===== src/rtl/bullet_pool.sv =====
// Player-bullet pool.
// Fires multi-lane volleys into the lowest free slot on a fixed period and moves live slots
// upward on a divided tick. Individual lanes are cleared by hits, and per-pixel occupancy
// queries are answered for the renderer with one cycle of latency.
module bullet_pool #(
    parameter int unsigned SLOT_NUM    = 8,
    parameter int unsigned LANE_NUM    = 3,
    parameter int unsigned X_W         = 10,
    parameter int unsigned Y_W         = 10,
    parameter int unsigned FIRE_PERIOD = 1000,
    parameter int unsigned MOVE_DIV    = 4,
    parameter int unsigned SPEED       = 2,
    parameter int unsigned X_OFFSET    = 0,
    parameter int unsigned Y_OFFSET    = 0,
    parameter int unsigned LANE_PITCH  = 16,
    parameter int unsigned BULLET_W    = 4,
    parameter int unsigned BULLET_H    = 8,
    localparam int unsigned SLOT_W     = (SLOT_NUM > 1) ? $clog2(SLOT_NUM) : 1,
    localparam int unsigned LANE_W     = (LANE_NUM > 1) ? $clog2(LANE_NUM) : 1,
    localparam int unsigned CNT_W      = $clog2(SLOT_NUM + 1)
) (
    input  logic                clk_run,
    input  logic                rst,
    input  logic                en_i,
    input  logic [LANE_NUM-1:0] lane_mask_i,
    input  logic [X_W-1:0]      me_x_pos_i,
    input  logic [Y_W-1:0]      me_y_pos_i,
    input  logic                hit_valid_i,
    input  logic [SLOT_W-1:0]   hit_slot_i,
    input  logic [LANE_W-1:0]   hit_lane_i,
    input  logic                query_valid_i,
    input  logic [X_W-1:0]      query_x_i,
    input  logic [Y_W-1:0]      query_y_i,
    output logic                query_hit_o,
    output logic [SLOT_W-1:0]   query_slot_o,
    output logic [LANE_W-1:0]   query_lane_o,
    output logic                fire_o,
    output logic [CNT_W-1:0]    active_cnt_o,
    output logic [7:0]          drop_cnt_o
);

    localparam int unsigned FIRE_W = $clog2(FIRE_PERIOD);
    localparam int unsigned MOVE_W = (MOVE_DIV > 1) ? $clog2(MOVE_DIV) : 1;
    localparam logic [FIRE_W-1:0] FIRE_LAST = FIRE_W'(FIRE_PERIOD - 1);
    localparam logic [MOVE_W-1:0] MOVE_LAST = MOVE_W'(MOVE_DIV - 1);

    logic [X_W-1:0]      x_q    [SLOT_NUM];
    logic [X_W-1:0]      x_d    [SLOT_NUM];
    logic [Y_W-1:0]      y_q    [SLOT_NUM];
    logic [Y_W-1:0]      y_d    [SLOT_NUM];
    logic [LANE_NUM-1:0] live_q [SLOT_NUM];
    logic [LANE_NUM-1:0] live_d [SLOT_NUM];

    logic [FIRE_W-1:0] fire_cnt_q, fire_cnt_d;
    logic [MOVE_W-1:0] move_cnt_q, move_cnt_d;
    logic              fire_q, fire_d;
    logic [7:0]        drop_q, drop_d;
    logic [CNT_W-1:0]  active_q, active_d;
    logic              qhit_q, qhit_d;
    logic [SLOT_W-1:0] qslot_q, qslot_d;
    logic [LANE_W-1:0] qlane_q, qlane_d;

    logic              fire_try, move_tick;
    logic              free_found, do_alloc, do_drop;
    logic [SLOT_W-1:0] free_idx;
    logic [LANE_NUM-1:0] hit_clr;
    logic [X_W:0]      lane_x, qx;
    logic [Y_W:0]      slot_y, qy;

    // Fire and move timers advance only while enabled; terminal counts raise the strobes.
    always_comb begin
        fire_cnt_d = fire_cnt_q;
        move_cnt_d = move_cnt_q;
        fire_try   = 1'b0;
        move_tick  = 1'b0;
        if (en_i) begin
            if (fire_cnt_q == FIRE_LAST) begin
                fire_cnt_d = '0;
                fire_try   = 1'b1;
            end else begin
                fire_cnt_d = fire_cnt_q + 1'b1;
            end
            if (move_cnt_q == MOVE_LAST) begin
                move_cnt_d = '0;
                move_tick  = 1'b1;
            end else begin
                move_cnt_d = move_cnt_q + 1'b1;
            end
        end
    end

    // Lowest-index free slot; descending scan so the smallest index is written last.
    always_comb begin
        free_found = 1'b0;
        free_idx   = '0;
        for (int s = int'(SLOT_NUM) - 1; s >= 0; s--) begin
            if (live_q[s] == '0) begin
                free_found = 1'b1;
                free_idx   = SLOT_W'(s);
            end
        end
        do_alloc = fire_try && (lane_mask_i != '0) && free_found;
        do_drop  = fire_try && (lane_mask_i != '0) && !free_found;
    end

    // Per-slot next state: allocation overrides hit and move; hit and move may combine.
    always_comb begin
        hit_clr  = '0;
        active_d = '0;
        if (32'(hit_lane_i) < LANE_NUM) begin
            hit_clr = LANE_NUM'(1) << hit_lane_i;
        end
        for (int s = 0; s < int'(SLOT_NUM); s++) begin
            x_d[s]    = x_q[s];
            y_d[s]    = y_q[s];
            live_d[s] = live_q[s];
            if (do_alloc && free_idx == SLOT_W'(s)) begin
                x_d[s]    = me_x_pos_i + X_W'(X_OFFSET);
                y_d[s]    = me_y_pos_i + Y_W'(Y_OFFSET);
                live_d[s] = lane_mask_i;
            end else begin
                if (hit_valid_i && hit_slot_i == SLOT_W'(s)) begin
                    live_d[s] = live_d[s] & ~hit_clr;
                end
                if (move_tick && live_q[s] != '0) begin
                    if (y_q[s] >= Y_W'(SPEED)) begin
                        y_d[s] = y_q[s] - Y_W'(SPEED);
                    end else begin
                        live_d[s] = '0;
                    end
                end
            end
            active_d = active_d + CNT_W'(live_d[s] != '0);
        end
    end

    // Fire pulse and saturating drop counter.
    always_comb begin
        fire_d = do_alloc;
        drop_d = drop_q;
        if (do_drop && drop_q != 8'hFF) begin
            drop_d = drop_q + 8'd1;
        end
    end

    // Pixel query against current state; descending scan leaves lowest slot/lane as winner.
    always_comb begin
        qhit_d  = 1'b0;
        qslot_d = '0;
        qlane_d = '0;
        lane_x  = '0;
        slot_y  = '0;
        qx      = {1'b0, query_x_i};
        qy      = {1'b0, query_y_i};
        if (query_valid_i) begin
            for (int s = int'(SLOT_NUM) - 1; s >= 0; s--) begin
                for (int l = int'(LANE_NUM) - 1; l >= 0; l--) begin
                    lane_x = {1'b0, x_q[s]} + (X_W + 1)'(l * LANE_PITCH);
                    slot_y = {1'b0, y_q[s]};
                    if (live_q[s][l] && qx >= lane_x && qx < lane_x + (X_W + 1)'(BULLET_W)
                        && qy >= slot_y && qy < slot_y + (Y_W + 1)'(BULLET_H)) begin
                        qhit_d  = 1'b1;
                        qslot_d = SLOT_W'(s);
                        qlane_d = LANE_W'(l);
                    end
                end
            end
        end
    end

    // State and output registers.
    always_ff @(posedge clk_run or posedge rst) begin
        if (rst) begin
            for (int s = 0; s < int'(SLOT_NUM); s++) begin
                x_q[s]    <= '0;
                y_q[s]    <= '0;
                live_q[s] <= '0;
            end
            fire_cnt_q <= '0;
            move_cnt_q <= '0;
            fire_q     <= 1'b0;
            drop_q     <= '0;
            active_q   <= '0;
            qhit_q     <= 1'b0;
            qslot_q    <= '0;
            qlane_q    <= '0;
        end else begin
            x_q        <= x_d;
            y_q        <= y_d;
            live_q     <= live_d;
            fire_cnt_q <= fire_cnt_d;
            move_cnt_q <= move_cnt_d;
            fire_q     <= fire_d;
            drop_q     <= drop_d;
            active_q   <= active_d;
            qhit_q     <= qhit_d;
            qslot_q    <= qslot_d;
            qlane_q    <= qlane_d;
        end
    end

    assign query_hit_o  = qhit_q;
    assign query_slot_o = qslot_q;
    assign query_lane_o = qlane_q;
    assign fire_o       = fire_q;
    assign active_cnt_o = active_q;
    assign drop_cnt_o   = drop_q;

endmodule

===== config.mk =====
export PLATFORM = sky130hd
export DESIGN_NAME = bullet_pool
export DESIGN_NICKNAME = d
export VERILOG_FILES = /design/src/rtl/bullet_pool.sv
export SDC_FILE = /design/constraint.sdc
export NUM_CORES = 1
export LEC_CHECK = 0
export ABC_AREA = 1
export CORE_MARGIN = 5
export CORE_UTILIZATION = 70
export DETAILED_ROUTE_END_ITERATION = 6
export GPL_ROUTABILITY_DRIVEN = 0
export HOLD_SLACK_MARGIN = 0.06
export PLACE_DENSITY = 0.89
export SLEW_MARGIN = 30
export SYNTH_ARGS = -nofsm -noshare
export SYNTH_HDL_FRONTEND = slang
export SYNTH_SLANG_ARGS = --single-unit
export TNS_END_PERCENT = 5

===== constraint.sdc =====
create_clock -name clk_run -period 11.5 [get_ports clk_run]
set_input_delay 2.3 -clock clk_run [delete_from_list [all_inputs] [get_ports clk_run]]
set_output_delay 2.3 -clock clk_run [all_outputs]
set_load 0.05 [all_outputs]

==> impl_metrics.yaml <==
yosys:
  synthesis.area_um2: 26100
  synthArstFlopShare_pct: 100
  post_synth_main_area_contributors: "ha_1 (26%), dfrtp_1 (21%), nand2_1 (10%), inv_1 (6.8%), xor2_1 (5.9%)"
  synth_flop_cell: "dfrtp_1"
  syn-instance-count: 3599
  synth-edff-count: 0
  avgSynthCellArea_um2: 7.26
  post_synthesis_net_count: 4190
  synth.yosys.seq_area_share_pct: 20.6
  synthDistinctLibCells: 60
  yosys.cell_count.top_type: "nand2_1"
  post-synth-top-area-fraction_pct: 25.6
  number_of_synthesized_register_bits: 215
  yosysTopAreaCell: "ha_1"
  synthTopCellsByCount: "nand2_1 (721), ha_1 (534), inv_1 (471), nor2_1 (315), a21oi_1 (238)"
  yosys_warnings: 0
pwr:
  worst_vdd_rail_ir_drop_uv: 173
  total_leakage_power_nw: 14.2
  swShare_pct: 43.8
  p_seq_share_pct: 28.5
  clockPowerShare_pct: 24.0
  combinational_cell_fraction_of_total_power_pct: 47.5
  p_per_area_nw_per_um2: 127
  p_int_mw: 2.01
  net_switching_power_figure_mw: 1.57
place:
  post_dp_cell_area_um2: 27300
  placement.io_buffers: 71
  dp_hpwl_um: 59600
  place.detailed.instances: 4114
global_route:
  grt_use_met3_pct: 7.27
  overflow_left_after_global_routing: 0
  met1_usage_pct: 46.4
  grt.busiest_layer: "met2"
  global_route_wire_length_before_repair_um: 131000
  gr-usage-all-layers_pct: 38.4
  largest_net_degree_at_the_start_of_global_routing: 137
  grt_antenna_before_repair: 0
  grt_pass1_vias: 26600
  grt_use_met2_pct: 63.6
min_path:
  min-delay-start: "move_cnt_q[0]"
  worst_hold_path.endpoint: "move_cnt_q[0]"
  min_delay_path_depth: 1
  hold_path_class: "flop to flop"
timing:
  fmax_mhz: 135
  worst_slew_pin_slew_ns: 1.09
  finalSetupViolCount: 0
  skew_ns: 0.0164
  slew_headroom_pct: 27.2
  final.setup.tns_ns: 0
  rsz0062_at_grt: "no"
  period_minus_ws_final_ns: 7.39
  post-route-period-util_pct: 64.3
  final-hold-violation-count: 0
  timing.final.max_slew_violations: 0
worst_setup_path:
  critical_path_class: "input port to flop"
  slowest_stage: "nor2_2"
  crit_fanout: 21
  cp_data_required_time_ns: 11.94
  start_kind: "input port"
  regToRegEndpoint: "active_cnt_o[2]"
  worst_r2r_path_depth: 20
  setup.worst_path.end_class: "flop"
  cp.arrival_ns: 7.83
  delay_of_the_slowest_cell_on_the_worst_path_ns: 0.67
  critical_path.cell_chain: "clkdlybuf4s50_1, inv_1, nor2_4, inv_2, a31oi_4, inv_2, nor2_2, inv_2, nor2_2, inv_2, o21ai_0, nor3_1, fa_1, inv_1, fa_1, fa_1, ha_1, inv_1, fa_1, xnor2_1"
  reg2reg_from: "live_q[11]"
  reg2reg_slack_ns: 5.34
cts:
  cts_max_level: 1
  hold_buffers: 0
  cts-resized-gates: 0
  insertion_delay_ns: 0.56
  ctsRootBufferMaster: "clkbuf_16"
  clock-sinks: 215
  ctsLongestPathBuffers: 3
  post_cts_repair_setup_buffers: 0
  cts-buffers-inserted: 25
  clk_pin_slew_ns: 0.06
  tritoncts: "done"
floorplanning:
  dieArea_um2: 41300
  initial_core_utilization_pct: 71.2
  die_wd_um: 203
  placeableCoreArea_um2: 36700
  boundaryPins: 72
  core.rowCount: 70
  die_height_um: 203
finish:
  final-instance-count-excl-fill: 4159
  final_nets: 4264
  design_area_um2: 28200
  fill_cells: 2628
  drive_above_1_share_pct: 3.39
  antenna-diode-count: 0
  area_added_between_synthesis_and_finish_pct: 7.89
routing:
  count_of_vias_placed_by_the_detailed_router: 26600
  drt.antenna.violating_nets: 0
  postRouteWirelength_um: 81100
  drt_first_pass_iters: 6
  avgViaCountPerCell: 6.39
  remaining_drc_errors: 0
  wire_per_inst_um: 19.5
  drt-initial-drc-count: 2781
run:
  maxCapViolCount: 0
outcome:
  outcome: "finished clean"
## layout by cell type, fill, tap and decap left out, types with 13 or more instances in the layout
cell               n
o21bai_1          17
nor4_1            18
o221ai_1          57
nand3_1          153
inv_2             21
o21ai_0          222
xor2_1           177
clkdlybuf4s50_1   60
a21o_1            16
xnor2_1           46
nand4_1           60
a211oi_1          13
dfrtp_1          215
clkbuf_16         25
nand2_1          721
nor2_1           315
inv_1            470
nor3_1            93
a21oi_1          238
ha_1             534
## layout make-up
class | instances | area [um^2] | area share (%)
Multi-Input combinational cell | 2848 | 18700 | 66.4
Tap cell | 468 | 586 | 2.08
Sequential cell | 215 | 5380 | 19.1
Clock buffer | 33 | 716 | 2.54
Timing Repair Buffer | 84 | 757 | 2.68
Inverter | 499 | 1890 | 6.69
Clock inverter | 12 | 158 | 0.559
## logic make-up (layout without fill, tap and decap cells)
group	Yosys count	after routing	share of synthesized area, %
buffers and inverters	536	628	7.80
AND/OR/NAND/NOR	1423	1423	23.3
XOR/XNOR	223	223	7.47
flip-flops	215	215	20.6
adder cells (fa/ha/maj)	538	538	25.9
AO/OA/AOI/OAI	664	664	15.0
## per-stage QoR
step                utilization [%]  total power, mW  setup WS [ns]  hold WS, ns
global placement               74.5             2.54           3.97        0.464
CTS                            76.9             3.52           4.28        0.486
detailed placement             74.5             2.66           3.78        0.470
floorplan                         -             2.17           3.32        0.441
global route                   76.8             3.82           3.83        0.519
finish                         76.8             3.58           4.11        0.484
## power by group through the flow
stage | logic (mW) | registers, mW | clock network, mW
after detailed placement | 1.63 | 1.02 | 0
final | 1.70 | 1.02 | 0.857
after global placement | 1.52 | 1.02 | 0
after CTS | 1.66 | 1.01 | 0.852
after global routing | 1.90 | 1.03 | 0.883
after floorplan | 1.16 | 1.01 | 0
## routing by layer
metal	routed length (um)	vias up
li1	-	12400
met1	29800	12200
met2	36700	1525
met3	8610	480
met4	5970	0
met5	0	-
## worst max path at each step
stage / end / start / depth (start not counted)
after floorplan: active_cnt_o[0] / rst / 1
after global placement: active_cnt_o[2] / en_i / 20
after detailed placement: active_cnt_o[1] / en_i / 20
after CTS: active_cnt_o[1] / en_i / 20
after global routing: active_cnt_o[2] / en_i / 20
final: active_cnt_o[2] / en_i / 20
## flip-flops by register name, indices dropped and copies added, names as in the netlist, 3 cells and up
register / cells
active_cnt_o: 4
drop_cnt_o: 8
fire_cnt_q: 10
live_q: 24
query_slot_o: 3
x_q: 80
y_q: 80
## critical path, delay by kind of cell
family / cells / cell delay [ns]
adder cells (fa/ha/maj): 5 / 2.31
XOR/XNOR: 1 / 0.14
buffers and inverters: 8 / 1.51
AO/OA/AOI/OAI: 2 / 0.53
AND/OR/NAND/NOR: 4 / 1.07
(Power assumes the default switching activity.)
